[config.mk]
export PLATFORM = sky130hd
export DESIGN_NAME = vga_sync_gen
export DESIGN_NICKNAME = d
export VERILOG_FILES = /design/src/rtl/vga_sync_gen.sv
export SDC_FILE = /design/constraint.sdc
export NUM_CORES = 1
export LEC_CHECK = 0
export BUFFER_PORTS_ARGS = -buffer_cell sky130_fd_sc_hd__clkbuf_2
export CAP_MARGIN = 20
export CORE_AREA = 2 2 65 67
export CTS_CLUSTER_SIZE = 12
export DETAILED_ROUTE_END_ITERATION = 8
export DIE_AREA = 0 0 67 69
export PLACE_DENSITY = 0.73
export SLEW_MARGIN = 20
export SYNTH_ARGS = -nofsm -noshare
export SYNTH_HDL_FRONTEND = slang
export SYNTH_SLANG_ARGS = --single-unit
[constraint.sdc]
create_clock -name reloj -period 2.25 [get_ports reloj]
set_input_delay 0.45 -clock reloj [delete_from_list [all_inputs] [get_ports reloj]]
set_output_delay 0.45 -clock reloj [all_outputs]
set_load 0.02 [all_outputs]
[src/rtl/vga_sync_gen.sv]
// VGA timing generator: pixel prescaler, horizontal/vertical counters,
// registered sync/visible decode, start pulses and a pixel-aligned delay
// line for the sync and video-enable outputs.
module vga_sync_gen #(
    parameter int   H_VIS   = 640,
    parameter int   H_FP    = 16,
    parameter int   H_SYNC  = 96,
    parameter int   H_BP    = 48,
    parameter int   V_VIS   = 480,
    parameter int   V_FP    = 10,
    parameter int   V_SYNC  = 2,
    parameter int   V_BP    = 33,
    parameter int   CLK_DIV = 4,
    parameter logic HS_POL  = 1'b0,
    parameter logic VS_POL  = 1'b0,
    parameter int   CW      = 10,
    parameter int   DLY     = 2
) (
    input  logic          reloj,
    input  logic          resetM,
    input  logic          enable,
    output logic [CW-1:0] Qh,
    output logic [CW-1:0] Qv,
    output logic          H_Sync,
    output logic          V_Sync,
    output logic          H_ON,
    output logic          V_ON,
    output logic          pix_tick,
    output logic          line_start,
    output logic          frame_start,
    output logic          H_Sync2,
    output logic          V_Sync2,
    output logic          video_on2
);

    localparam int H_TOT   = H_VIS + H_FP + H_SYNC + H_BP;
    localparam int V_TOT   = V_VIS + V_FP + V_SYNC + V_BP;
    localparam int H_SS    = H_VIS + H_FP;
    localparam int H_SE    = H_VIS + H_FP + H_SYNC - 1;
    localparam int V_SS    = V_VIS + V_FP;
    localparam int V_SE    = V_VIS + V_FP + V_SYNC - 1;

    localparam logic [CW-1:0] H_LAST     = CW'(H_TOT - 1);
    localparam logic [CW-1:0] V_LAST     = CW'(V_TOT - 1);
    localparam logic [CW-1:0] CNT_ONE    = CW'(1);
    localparam logic [3:0]    PRESC_LAST = 4'(CLK_DIV - 1);

    // Parameter sanity: totals must fit the counter width.
    if (H_TOT > (1 << CW)) begin : g_bad_h_tot
        $fatal(1, "vga_sync_gen: H_TOT exceeds 2**CW");
    end
    if (V_TOT > (1 << CW)) begin : g_bad_v_tot
        $fatal(1, "vga_sync_gen: V_TOT exceeds 2**CW");
    end
    if (CLK_DIV < 1 || CLK_DIV > 16) begin : g_bad_div
        $fatal(1, "vga_sync_gen: CLK_DIV out of range 1..16");
    end
    if (DLY < 0 || DLY > 7) begin : g_bad_dly
        $fatal(1, "vga_sync_gen: DLY out of range 0..7");
    end

    logic [3:0]    presc_q, presc_d;
    logic [CW-1:0] qh_q, qh_d, qv_q, qv_d;
    logic          hs_q, hs_d, vs_q, vs_d, hon_q, hon_d, von_q, von_d;
    logic          ls_q, ls_d, fs_q, fs_d;
    logic          tick_s;

    // Pixel strobe; masked by reset so CLK_DIV=1 stays quiet while held in reset.
    assign tick_s = resetM & enable & (presc_q == PRESC_LAST);

    // Next-state: prescaler, counters, start pulses and decode of the new count.
    always_comb begin
        presc_d = presc_q;
        qh_d    = qh_q;
        qv_d    = qv_q;
        ls_d    = 1'b0;
        fs_d    = 1'b0;
        if (enable) begin
            if (presc_q == PRESC_LAST) begin
                presc_d = 4'd0;
            end else begin
                presc_d = presc_q + 4'd1;
            end
        end else begin
            presc_d = presc_q;
        end
        if (tick_s) begin
            if (qh_q == H_LAST) begin
                qh_d = '0;
                ls_d = 1'b1;
                if (qv_q == V_LAST) begin
                    qv_d = '0;
                    fs_d = 1'b1;
                end else begin
                    qv_d = qv_q + CNT_ONE;
                end
            end else begin
                qh_d = qh_q + CNT_ONE;
            end
        end else begin
            qh_d = qh_q;
        end
        // Decode the count being loaded so flags change on the same edge.
        hon_d = (int'(qh_d) < H_VIS);
        von_d = (int'(qv_d) < V_VIS);
        hs_d  = ((int'(qh_d) >= H_SS) && (int'(qh_d) <= H_SE)) ? HS_POL : ~HS_POL;
        vs_d  = ((int'(qv_d) >= V_SS) && (int'(qv_d) <= V_SE)) ? VS_POL : ~VS_POL;
    end

    // Timing state registers with asynchronous reset to the top-left pixel.
    always_ff @(posedge reloj or negedge resetM) begin
        if (!resetM) begin
            presc_q <= 4'd0;
            qh_q    <= '0;
            qv_q    <= '0;
            hs_q    <= ~HS_POL;
            vs_q    <= ~VS_POL;
            hon_q   <= 1'b1;
            von_q   <= 1'b1;
            ls_q    <= 1'b0;
            fs_q    <= 1'b0;
        end else begin
            presc_q <= presc_d;
            qh_q    <= qh_d;
            qv_q    <= qv_d;
            hs_q    <= hs_d;
            vs_q    <= vs_d;
            hon_q   <= hon_d;
            von_q   <= von_d;
            ls_q    <= ls_d;
            fs_q    <= fs_d;
        end
    end

    assign Qh          = qh_q;
    assign Qv          = qv_q;
    assign H_Sync      = hs_q;
    assign V_Sync      = vs_q;
    assign H_ON        = hon_q;
    assign V_ON        = von_q;
    assign pix_tick    = tick_s;
    // Pulses are suppressed while frozen.
    assign line_start  = ls_q & enable;
    assign frame_start = fs_q & enable;

    if (DLY == 0) begin : g_nodly
        assign H_Sync2   = hs_q;
        assign V_Sync2   = vs_q;
        assign video_on2 = hon_q & von_q;
    end else begin : g_dly
        logic [DLY-1:0] dh_q, dv_q, dvid_q;

        // Pixel-rate shift register; stage 0 captures the pre-tick levels.
        always_ff @(posedge reloj or negedge resetM) begin
            if (!resetM) begin
                dh_q   <= {DLY{~HS_POL}};
                dv_q   <= {DLY{~VS_POL}};
                dvid_q <= '0;
            end else if (tick_s) begin
                dh_q[0]   <= hs_q;
                dv_q[0]   <= vs_q;
                dvid_q[0] <= hon_q & von_q;
                for (int i = 1; i < DLY; i++) begin
                    dh_q[i]   <= dh_q[i-1];
                    dv_q[i]   <= dv_q[i-1];
                    dvid_q[i] <= dvid_q[i-1];
                end
            end else begin
                dh_q   <= dh_q;
                dv_q   <= dv_q;
                dvid_q <= dvid_q;
            end
        end

        assign H_Sync2   = dh_q[DLY-1];
        assign V_Sync2   = dv_q[DLY-1];
        assign video_on2 = dvid_q[DLY-1];
    end

endmodule

==> run_results.csv, run 1 <==
group,metric,value,unit
outcome,outcome,"finished, final reports clean",
timing,tightest_slew,0.3989,ns
global_route,track_usage,20.24,%
logic_synthesis,syn_area,0.001974,mm²
detailed_routing,ant_nets,0,
detailed_routing,drtPass1Iterations,4,
placement,pre_cts_ws,0.2133,ns
worst_setup_path,crit_path_start_kind,"flip-flop",
timing,period_needed,2.072,ns
logic_synthesis,synthesis.nets,204,
placement,gp_congestion,0.8359,
pwr,powerDensity,852.2,mW/mm²
logic_synthesis,seq_area_frac_synth,46.13,%
logic_synthesis,synth_cell_types,55,
pwr,p_leak,1.107,nW
worst_setup_path,cp_max_fo,5,
logic_synthesis,async_flop_share,100.0,%
clock_network,numCtsBuffers,5,
timing,rsz0062_at_grt,"false",
worst_setup_path,path_delay_family,"flip-flops",
timing,hold_viol_final,0,
global_route,grt_first_pass_wirelength,7.113,mm
worst_setup_path,slowest_delay,0.39,ns
clock_network,tritoncts,"yes",
timing,setup-violations-final,0,
worst_setup_path,arrival,1.62,ns
cells_and_area,syn2layout_area_growth,19.90,%
timing,tns,0,ns
global_route,grt_pass1_vias,1442,
timing,finalClockSkew,0.005601,ns
detailed_routing,drc,0,
clock_network,clk_pin_slew,0.08,ns
cells_and_area,finalNetCount,244,
detailed_routing,drtIter0Drc,100,
pwr,finalPower,2.018,mW
global_route,antenna_found_initial,0,
job,cap_violations,0,
clock_network,cts.sinks,36,
pwr,p_sw_share,26.80,%
detailed_routing,wl,4.300,mm
logic_synthesis,ys_ff_latch,36,
clock_network,cts_root_buffer,"clkbuf_8",
cells_and_area,fillers,349,
pwr,power_frac_clock,39.5,%
logic_synthesis,syn_inst,197,
pwr,switchingPower,540.7,µW
timing,drv_slew,0,
logic_synthesis,synth_top_area_share,35.49,%
clock_network,cts_max_path_buffers,2,
logic_synthesis,yosysTopAreaCell,"dfrtp_1",
global_route,overflow,0,
cells_and_area,drive_above_1_share,31.09,%
global_route,grt_max_degree,24,
die,die_y,69,µm
worst_setup_path,worstPathCellList,"ha_1 -> nor3b_2 -> nand3_1 -> clkinvlp_4 -> clkbuf_2",
logic_synthesis,ys_warn_count,0,
timing,period_share,92.10,%
worst_hold_path,min_path_type,"in2async",
logic_synthesis,ys.flop_type,"dfrtp_1",
worst_setup_path,r2r_cells,7,
die,dieArea,0.004623,mm²
clock_network,htree_num_levels,2,
timing,slew_headroom,73.18,%
cells_and_area,fin_area,0.002367,mm²
logic_synthesis,synth.area.top_cells,"dfrtp_1 35%, dfstp_2 11%, nand2_1 6.1%",
detailed_routing,routedWlPerCell,14.93,µm
timing,maxClockFrequency,482.5,MHz
detailed_routing,vias,1606,
worst_setup_path,path_depth,5,
pwr,p_int,1.477,mW
detailed_routing,viasPerCell,5.576,
placement,dpl.hpwl,3.043,mm
worst_setup_path,cp_num_buf_inv,2,
timing,holdWs,0.1765,ns
cells_and_area,num_antenna_cells,0,
worst_setup_path,crit_required,1.80,ns
placement,detailed_place.area,0.002190,mm²
die,coreArea,0.003914,mm²
worst_setup_path,path_class,"reg2out",
die,start_util,50.45,%
timing,final.setup.worst_slack,0.1777,ns
logic_synthesis,synth-edff-count,0,
placement,io_buffers,32,
pwr,power_frac_comb,18.6,%
die,rows,23,
clock_network,clock_latency,0.29,ns
die,pin_count,33,
worst_setup_path,cp-end-kind,"output port",
die,die-width,67,µm
worst_setup_path,worst_path_max_delay_cell,"dfrtp_1",
clock_network,cts_hold_buf,0,
pwr,peakVddDrop,0.4552,mV
logic_synthesis,syn_area_per_cell,10.02,µm²
pwr,power_frac_seq,41.8,%
==> final timing paths <==
check,startpoint,end,slack (ns)
min in group reloj,g_dly.dh_q[1],g_dly.dh_q[1],0.46
max reg2reg,Qh[0],Qv[7],0.20
min,resetM,Qv[2],0.18
max,presc_q[0],pix_tick,0.18
max in group asynchronous,resetM,g_dly.dv_q[0],1.73
min reg2reg,g_dly.dh_q[1],g_dly.dh_q[1],0.46
==> worst reg2reg max path, stage by stage (launching register included) <==
cell     delay [ns]
dfrtp_1        0.43
ha_1           0.25
nand2_1        0.12
nor4_2         0.43
buf_4          0.20
nand3_1        0.13
nor3_1         0.26
xor2_1         0.16
==> power groups by stage <==
| stage | sequential, mW | combinational (mW) | clock (mW) |
|---|---|---|---|
| finish | 0.844 | 0.376 | 0.797 |
| global route | 0.858 | 0.418 | 0.843 |
| CTS | 0.845 | 0.369 | 0.811 |
| detailed placement | 0.857 | 0.368 | 0 |
| global placement | 0.847 | 0.354 | 0 |
| floorplan | 0.901 | 0.182 | 0 |
==> Yosys cell counts (all sizes together) (4+ instances only) <==
master,n
and2,5
and4,4
buf,5
nand4,9
xor2,4
o21ai,16
nor3,6
nand2,32
xnor2,6
nand4b,5
dfrtp,28
nand3,9
dfstp,8
ha,4
inv,8
nor2,7
==> flip-flops by register name, summed over array words and instances (netlist names), 2 cells and up <==
signal / flops
g_dly.dh_q: 2
Qh: 10
g_dly.dvid_q: 2
presc_q: 4
Qv: 10
g_dly.dv_q: 2
==> cell type report <==
class                      instances  area [µm²]  area share [%]
multi-input combinational        144       964.7           40.75
clock buffer                       5       68.82           2.907
timing repair buffer              41       227.7           9.619
inverter                           9       42.54           1.797
tap                               50       62.56           2.643
sequential                        36       910.9           38.48
clock inverter                     3       90.09           3.805
==> cells in the final DEF, fill, tap and decap left out, types with 4 or more instances in the layout <==
cell      count
clkbuf_8      5
nor3_1        6
nand2_1      32
nand4b_1      4
dfrtp_1      28
xnor2_1       6
o21ai_1       4
o21ai_0      11
ha_1          4
xor2_1        4
buf_4         9
nor2_1        7
dfstp_2       8
nand3_1       9
nand4_1       9
and2_1        4
clkbuf_2     32
inv_1         7
==> timing repair <==
item	4_1_cts	5_1_grt
setup endpoints to repair	0	1
resized for setup	0	1
setup buffers	0	2
==> through the flow <==
step,utilization [%],cells
4_1_cts,60.01,286
2_1_floorplan,-,197
5_1_grt,60.49,288
3_3_place_gp,55.95,278
3_5_place_dp,55.95,278
6_report,60.49,288
==> per-layer routing <==
layer	share of wire, %	vias to the layer above	track usage, %
li1	-	786	-
met1	48	777	29.49
met2	46	37	28.60
met3	4.2	6	5.383
met4	1.5	0	7.483
met5	0	-	0
==> cells by family after synthesis <==
kind of cell	count (synthesis)	synth area share, %
flip-flops	36	46.13
buffers and inverters	17	5.007
multiplexers	4	2.218
AO/OA/AOI/OAI	33	11.47
AND/OR/NAND/NOR	93	28.20
adder cells (fa/ha/maj)	4	2.535
XOR/XNOR	10	4.436
Power figures use the tool's default switching activity.
==> inputs of run 2 (changes only) <==
--- a/config.mk
+++ b/config.mk
@@ -12,6 +12,7 @@
 export DETAILED_ROUTE_END_ITERATION = 8
 export DIE_AREA = 0 0 67 69
 export PLACE_DENSITY = 0.73
+export SETUP_SLACK_MARGIN = 0.5
 export SLEW_MARGIN = 20
 export SYNTH_ARGS = -nofsm -noshare
 export SYNTH_HDL_FRONTEND = slang
==> run 2 against run 1 <==
  * Sequential cell count stayed put
  * Die area unchanged
  * Critical path type is now reg2reg
  * Maximum frequency is 8.4% higher
  * Clock-buffer cell count up 2
  * Global-route usage up 2.1 points
  * Design area rose by 11%
  * Total power is 11% lower
  * Highest routed layer unchanged
  * Utilization up 6.6 points
==> run_results.csv, run 2 (synthesis results as in run 1) <==
group,metric,value,unit
outcome,outcome,"finished, final reports clean",
clock_network,numCtsBuffers,5,
global_route,antenna_found_initial,0,
placement,pre_cts_ws,0.2340,ns
timing,finalClockSkew,0.009778,ns
timing,maxClockFrequency,523.0,MHz
pwr,power_frac_clock,24.3,%
pwr,powerDensity,685.0,mW/mm²
global_route,grt_pass1_vias,1638,
detailed_routing,viasPerCell,5.849,
worst_setup_path,path_class,"reg2reg",
worst_setup_path,r2r_end,"V_Sync",
die,dieArea,0.004623,mm²
worst_hold_path,min_path_type,"in2async",
cells_and_area,final_cell_mix,"31 x nand2_1, 31 x clkbuf_2, 23 x buf_4",
cells_and_area,syn2layout_area_growth,33.02,%
cells_and_area,finalNetCount,261,
pwr,p_leak,1.200,nW
worst_setup_path,r2r_cells,6,
timing,tightest_slew,0.3982,ns
global_route,track_usage,22.39,%
cells_and_area,fin_util,67.10,%
pwr,power_frac_comb,27.7,%
clock_network,cts.sinks,36,
die,coreArea,0.003914,mm²
pwr,p_sw_share,31.53,%
timing,hold_viol_final,0,
timing,holdWs,0.006236,ns
timing,tns,0,ns
timing,period_share,84.97,%
pwr,p_int,1.232,mW
pwr,peakVddDrop,0.4264,mV
die,die_y,69,µm
detailed_routing,routedWlPerCell,17.27,µm
placement,gp_congestion,0.8603,
worst_setup_path,crit_required,2.48,ns
clock_network,cts_max_path_buffers,2,
worst_setup_path,cp-end-kind,"flip-flop",
die,pin_count,33,
timing,setup-violations-final,0,
cells_and_area,fin_area,0.002626,mm²
timing,drv_slew,0,
pwr,finalPower,1.799,mW
worst_setup_path,arrival,2.15,ns
global_route,overflow,0,
cells_and_area,drive_above_1_share,46.27,%
global_route,grt_max_degree,22,
worst_setup_path,timing.rr.start,"presc_q[1]",
detailed_routing,wl,5.268,mm
detailed_routing,vias,1784,
pwr,switchingPower,567.3,µW
placement,dpl.cell_count,275,
detailed_routing,ant_nets,0,
pwr,power_frac_seq,47.9,%
worst_setup_path,rrSetupSlack,0.34,ns
placement,io_buffers,32,
timing,rsz0062_at_grt,"true",
clock_network,htree_num_levels,2,
clock_network,cts_hold_buf,0,
detailed_routing,drc,0,
clock_network,clock_latency,0.29,ns
clock_network,cts_root_buffer,"clkbuf_8",
job,cap_violations,0,
cells_and_area,num_antenna_cells,0,
cells_and_area,fin_cells,305,
timing,slew_headroom,73.45,%
detailed_routing,drtIter0Drc,101,
detailed_routing,drtPass1Iterations,4,
die,start_util,50.45,%
clock_network,clk_pin_slew,0.07,ns
worst_setup_path,crit_path_start_kind,"flip-flop",
placement,dpl.hpwl,3.218,mm
global_route,grt_first_pass_wirelength,7.859,mm
worst_setup_path,cp_max_fo,6,
die,rows,23,
timing,final.setup.worst_slack,0.3381,ns
placement,detailed_place.area,0.002233,mm²
timing,period_needed,1.912,ns
clock_network,tritoncts,"yes",
die,die-width,67,µm
## run 2: cell types whose count changed in the layout (fill, tap and decap cells not counted), sizes merged
cell	change
buf	+18
bufinv	-3
clkbuf	+1
clkinv	+1
clkinvlp	-1
inv	+1
## run 2: repair_timing
| action | 4_1_cts | 5_1_grt |
|---|---|---|
| gates resized for setup | 15 | 26 |
| setup buffers | 13 | 9 |
| setup endpoints to repair | 13 | 17 |
| pin swaps | 12 | 11 |
## run 2: final cells by class
cell class,instances,area (µm²)
clock inverter,1,5.005
clock buffer,7,76.32
fill,312,1287
tap,50,62.56
inverter,9,41.29
sequential,36,923.4
multi-input combinational,144,1137
timing repair buffer,58,380.4
## run 2: worst max path at each step
stage                from  depth (start not counted)  slack (ns)  endpoint
2_1_floorplan       Qh[6]                          8        0.34      V_ON
5_1_grt        presc_q[1]                          5        0.26  pix_tick
3_3_place_gp       enable                          6        0.27      V_ON
6_report       presc_q[1]                          6        0.34    V_Sync
3_5_place_dp       enable                          6        0.23      V_ON
4_1_cts        presc_q[0]                          5        0.33  pix_tick
## run 2: critical path, cell delays in order (launching register included)
cell,delay [ns]
dfrtp_1,0.39
ha_4,0.18
nand4b_4,0.11
or4_4,0.61
buf_4,0.18
o41ai_2,0.22
nand4b_1,0.16
## run 2: power by group through the flow
stage               sequential (mW)  clock [mW]  combinational [mW]
finish                        0.862       0.438               0.499
global route                  0.875       0.480               0.552
CTS                           0.861       0.447               0.471
detailed placement            0.879           0               0.399
global placement              0.877           0               0.380
floorplan                     0.922           0               0.222
## run 2: per-layer routing
metal / vias up / part of all wire, % / global-route usage [%]
met4: 0 / 1.6 / 7.483
met5: - / 0 / 0
met1: 888 / 41 / 29.70
met3: 8 / 5.3 / 5.220
met2: 64 / 52 / 35.64
li1: 824 / - / -
==> inputs of run 3 (changes only) <==
==> constraint.sdc (replaced) <==
create_clock -name reloj -period 1.8 [get_ports reloj]
set_input_delay 0.36 -clock reloj [delete_from_list [all_inputs] [get_ports reloj]]
set_output_delay 0.36 -clock reloj [all_outputs]
set_load 0.02 [all_outputs]
==> run 3 against run 2 <==
  * The flow now finishes with violations (setup timing)
  * Maximum frequency shrank 2.1%
  * Total power increased by 50%
  * Design area rose by 31%
  * Combinational power increased by 98%
  * Die area stayed put
  * Clock power grew 39%
  * Worst setup slack got worse by 0.49 ns
  * Sequential power rose by 28%
  * Sequential cell count did not move
  * Global-route usage up 5.4 points
  * Critical path depth increased by 1
==> run_results.csv, run 3 (synthesis results as in run 1) <==
group,metric,value,unit
worst_setup_path,crit_path_start_kind,"flip-flop",
global_route,antenna_found_initial,0,
timing,hold_viol_final,0,
timing,maxClockFrequency,511.8,MHz
detailed_routing,vias,2159,
outcome,outcome,"complete, but fails checks",
clock_network,htree_num_levels,2,
clock_network,clock_latency,0.30,ns
detailed_routing,viasPerCell,6.222,
worst_hold_path,min_path_type,"in2async",
timing,finalClockSkew,0.01788,ns
timing,setup-violations-final,11,
detailed_routing,drtPass1Iterations,5,
worst_setup_path,arrival,2.17,ns
worst_setup_path,cp_max_fo,6,
timing,period_share,108.5,%
die,die-width,67,µm
die,coreArea,0.003914,mm²
pwr,finalPower,2.701,mW
detailed_routing,wl_met2,3.945,mm
job,cap_violations,0,
die,die_y,69,µm
timing,period_needed,1.954,ns
detailed_routing,wl_met1,2.907,mm
worst_setup_path,cp-end-kind,"flip-flop",
placement,dpl.hpwl,3.540,mm
detailed_routing,ant_nets,0,
worst_setup_path,worst_path_max_delay_cell,"or4_4",
cells_and_area,finalNetCount,303,
worst_setup_path,cp_num_buf_inv,2,
clock_network,tritoncts,"yes",
worst_setup_path,path_class,"reg2reg",
detailed_routing,dr.max_layer_used,"met4",
pwr,peakVddDrop,0.5323,mV
placement,io_buffers,32,
die,rows,23,
global_route,grt_max_degree,16,
timing,slew_headroom,69.18,%
timing,tightest_slew,0.4584,ns
worst_setup_path,crit_required,2.02,ns
cells_and_area,num_antenna_cells,0,
placement,pre_cts_ws,-0.08283,ns
pwr,p_leak,1.555,nW
detailed_routing,routedWlPerCell,22.42,µm
clock_network,clk_pin_slew,0.09,ns
worst_setup_path,path_delay_family,"simple AND/OR/NAND/NOR gates",
global_route,track_usage,27.82,%
detailed_routing,drc,0,
clock_network,cts_max_path_buffers,2,
detailed_routing,drtIter0Drc,190,
die,start_util,50.45,%
cells_and_area,fin_area,0.003448,mm²
placement,detailed_place.area,0.002434,mm²
outcome,violations,"setup timing",
clock_network,cts_hold_buf,0,
die,pin_count,33,
clock_network,cts_root_buffer,"clkbuf_8",
global_route,overflow,0,
worst_setup_path,worstPathCellList,"ha_4 -> nand2_4 -> or4_4 -> clkinv_4 -> buf_6 -> nand4_1 -> o21ai_1",
cells_and_area,drive_above_1_share,67.34,%
placement,gp_congestion,0.8536,
clock_network,cts.sinks,36,
clock_network,numCtsBuffers,5,
pwr,powerDensity,783.2,mW/mm²
worst_setup_path,slowest_delay,0.63,ns
cells_and_area,final_cell_mix,"40 x buf_4, 29 x buf_6, 20 x buf_8",
detailed_routing,dr_wl_met3,622,µm
global_route,grt_pass1_vias,1966,
timing,final.setup.worst_slack,-0.1538,ns
timing,drv_slew,0,
detailed_routing,wl,7.780,mm
die,dieArea,0.004623,mm²
cells_and_area,final_common_cell,"buf_4",
cells_and_area,syn2layout_area_growth,74.65,%
timing,rsz0062_at_grt,"true",
global_route,grt_first_pass_wirelength,9.694,mm
==> run 3: worst min-delay path, delay by kind of cell <==
family                 cells  cell delay [ns]
buffers and inverters      3             0.46
==> run 3: final cells by class <==
type,count,area (µm²)
fill,180,465.4
clock buffer,5,68.82
timing repair buffer,100,1015
clock inverter,3,18.77
tap,50,62.56
sequential,36,928.4
multi-input combinational,144,1314
inverter,9,41.29
==> run 3: path summary, 6_finish.rpt <==
path | start | end | slack (ns) | cells past startpoint
setup / recovery | Qh[0] | Qv[5] | -0.15 | 7
hold / removal | resetM | presc_q[1] | 0.18 | 3
setup reg to reg | Qh[0] | Qv[5] | -0.15 | 7
hold reg to reg | g_dly.dh_q[0] | g_dly.dh_q[1] | 0.49 | 2
max in group asynchronous | resetM | H_ON | 1.32 | 3
min in group reloj | g_dly.dh_q[0] | g_dly.dh_q[1] | 0.49 | 2
==> run 3: routing by layer <==
metal | vias to the layer above | track usage (%)
met4 | 0 | 12.02
met2 | 153 | 45.43
met1 | 1062 | 35.16
li1 | 906 | -
met5 | - | 0
met3 | 38 | 5.546
==> run 3: timing repair <==
action,4_1_cts,5_1_grt
buffers inserted,15,22
endpoints found under the setup margin,57,62
pin swaps,19,22
gates resized for setup,98,82
==> run 3: power by group <==
| part | internal [mW] | total, mW | switching (mW) |
|---|---|---|---|
| combinational | 0.529 | 0.990 | 0.461 |
| clock | 0.271 | 0.609 | 0.338 |
| sequential | 0.966 | 1.10 | 0.136 |
| total | 1.77 | 2.70 | 0.935 |
==> run 3: through the flow <==
| step | std cells | setup TNS (ns) | utilization (%) | hold WS (ns) |
|---|---|---|---|---|
| 2_1_floorplan | 197 | -0.2574 | - | 0.06441 |
| 3_3_place_gp | 302 | -0.02251 | 62.18 | 0.4469 |
| 3_5_place_dp | 302 | -0.1208 | 62.18 | 0.4483 |
| 4_1_cts | 325 | -0.1576 | 77.75 | 0.1650 |
| 5_1_grt | 347 | -1.606 | 88.11 | 0.1983 |
| 6_report | 347 | -0.9439 | 88.11 | 0.1772 |
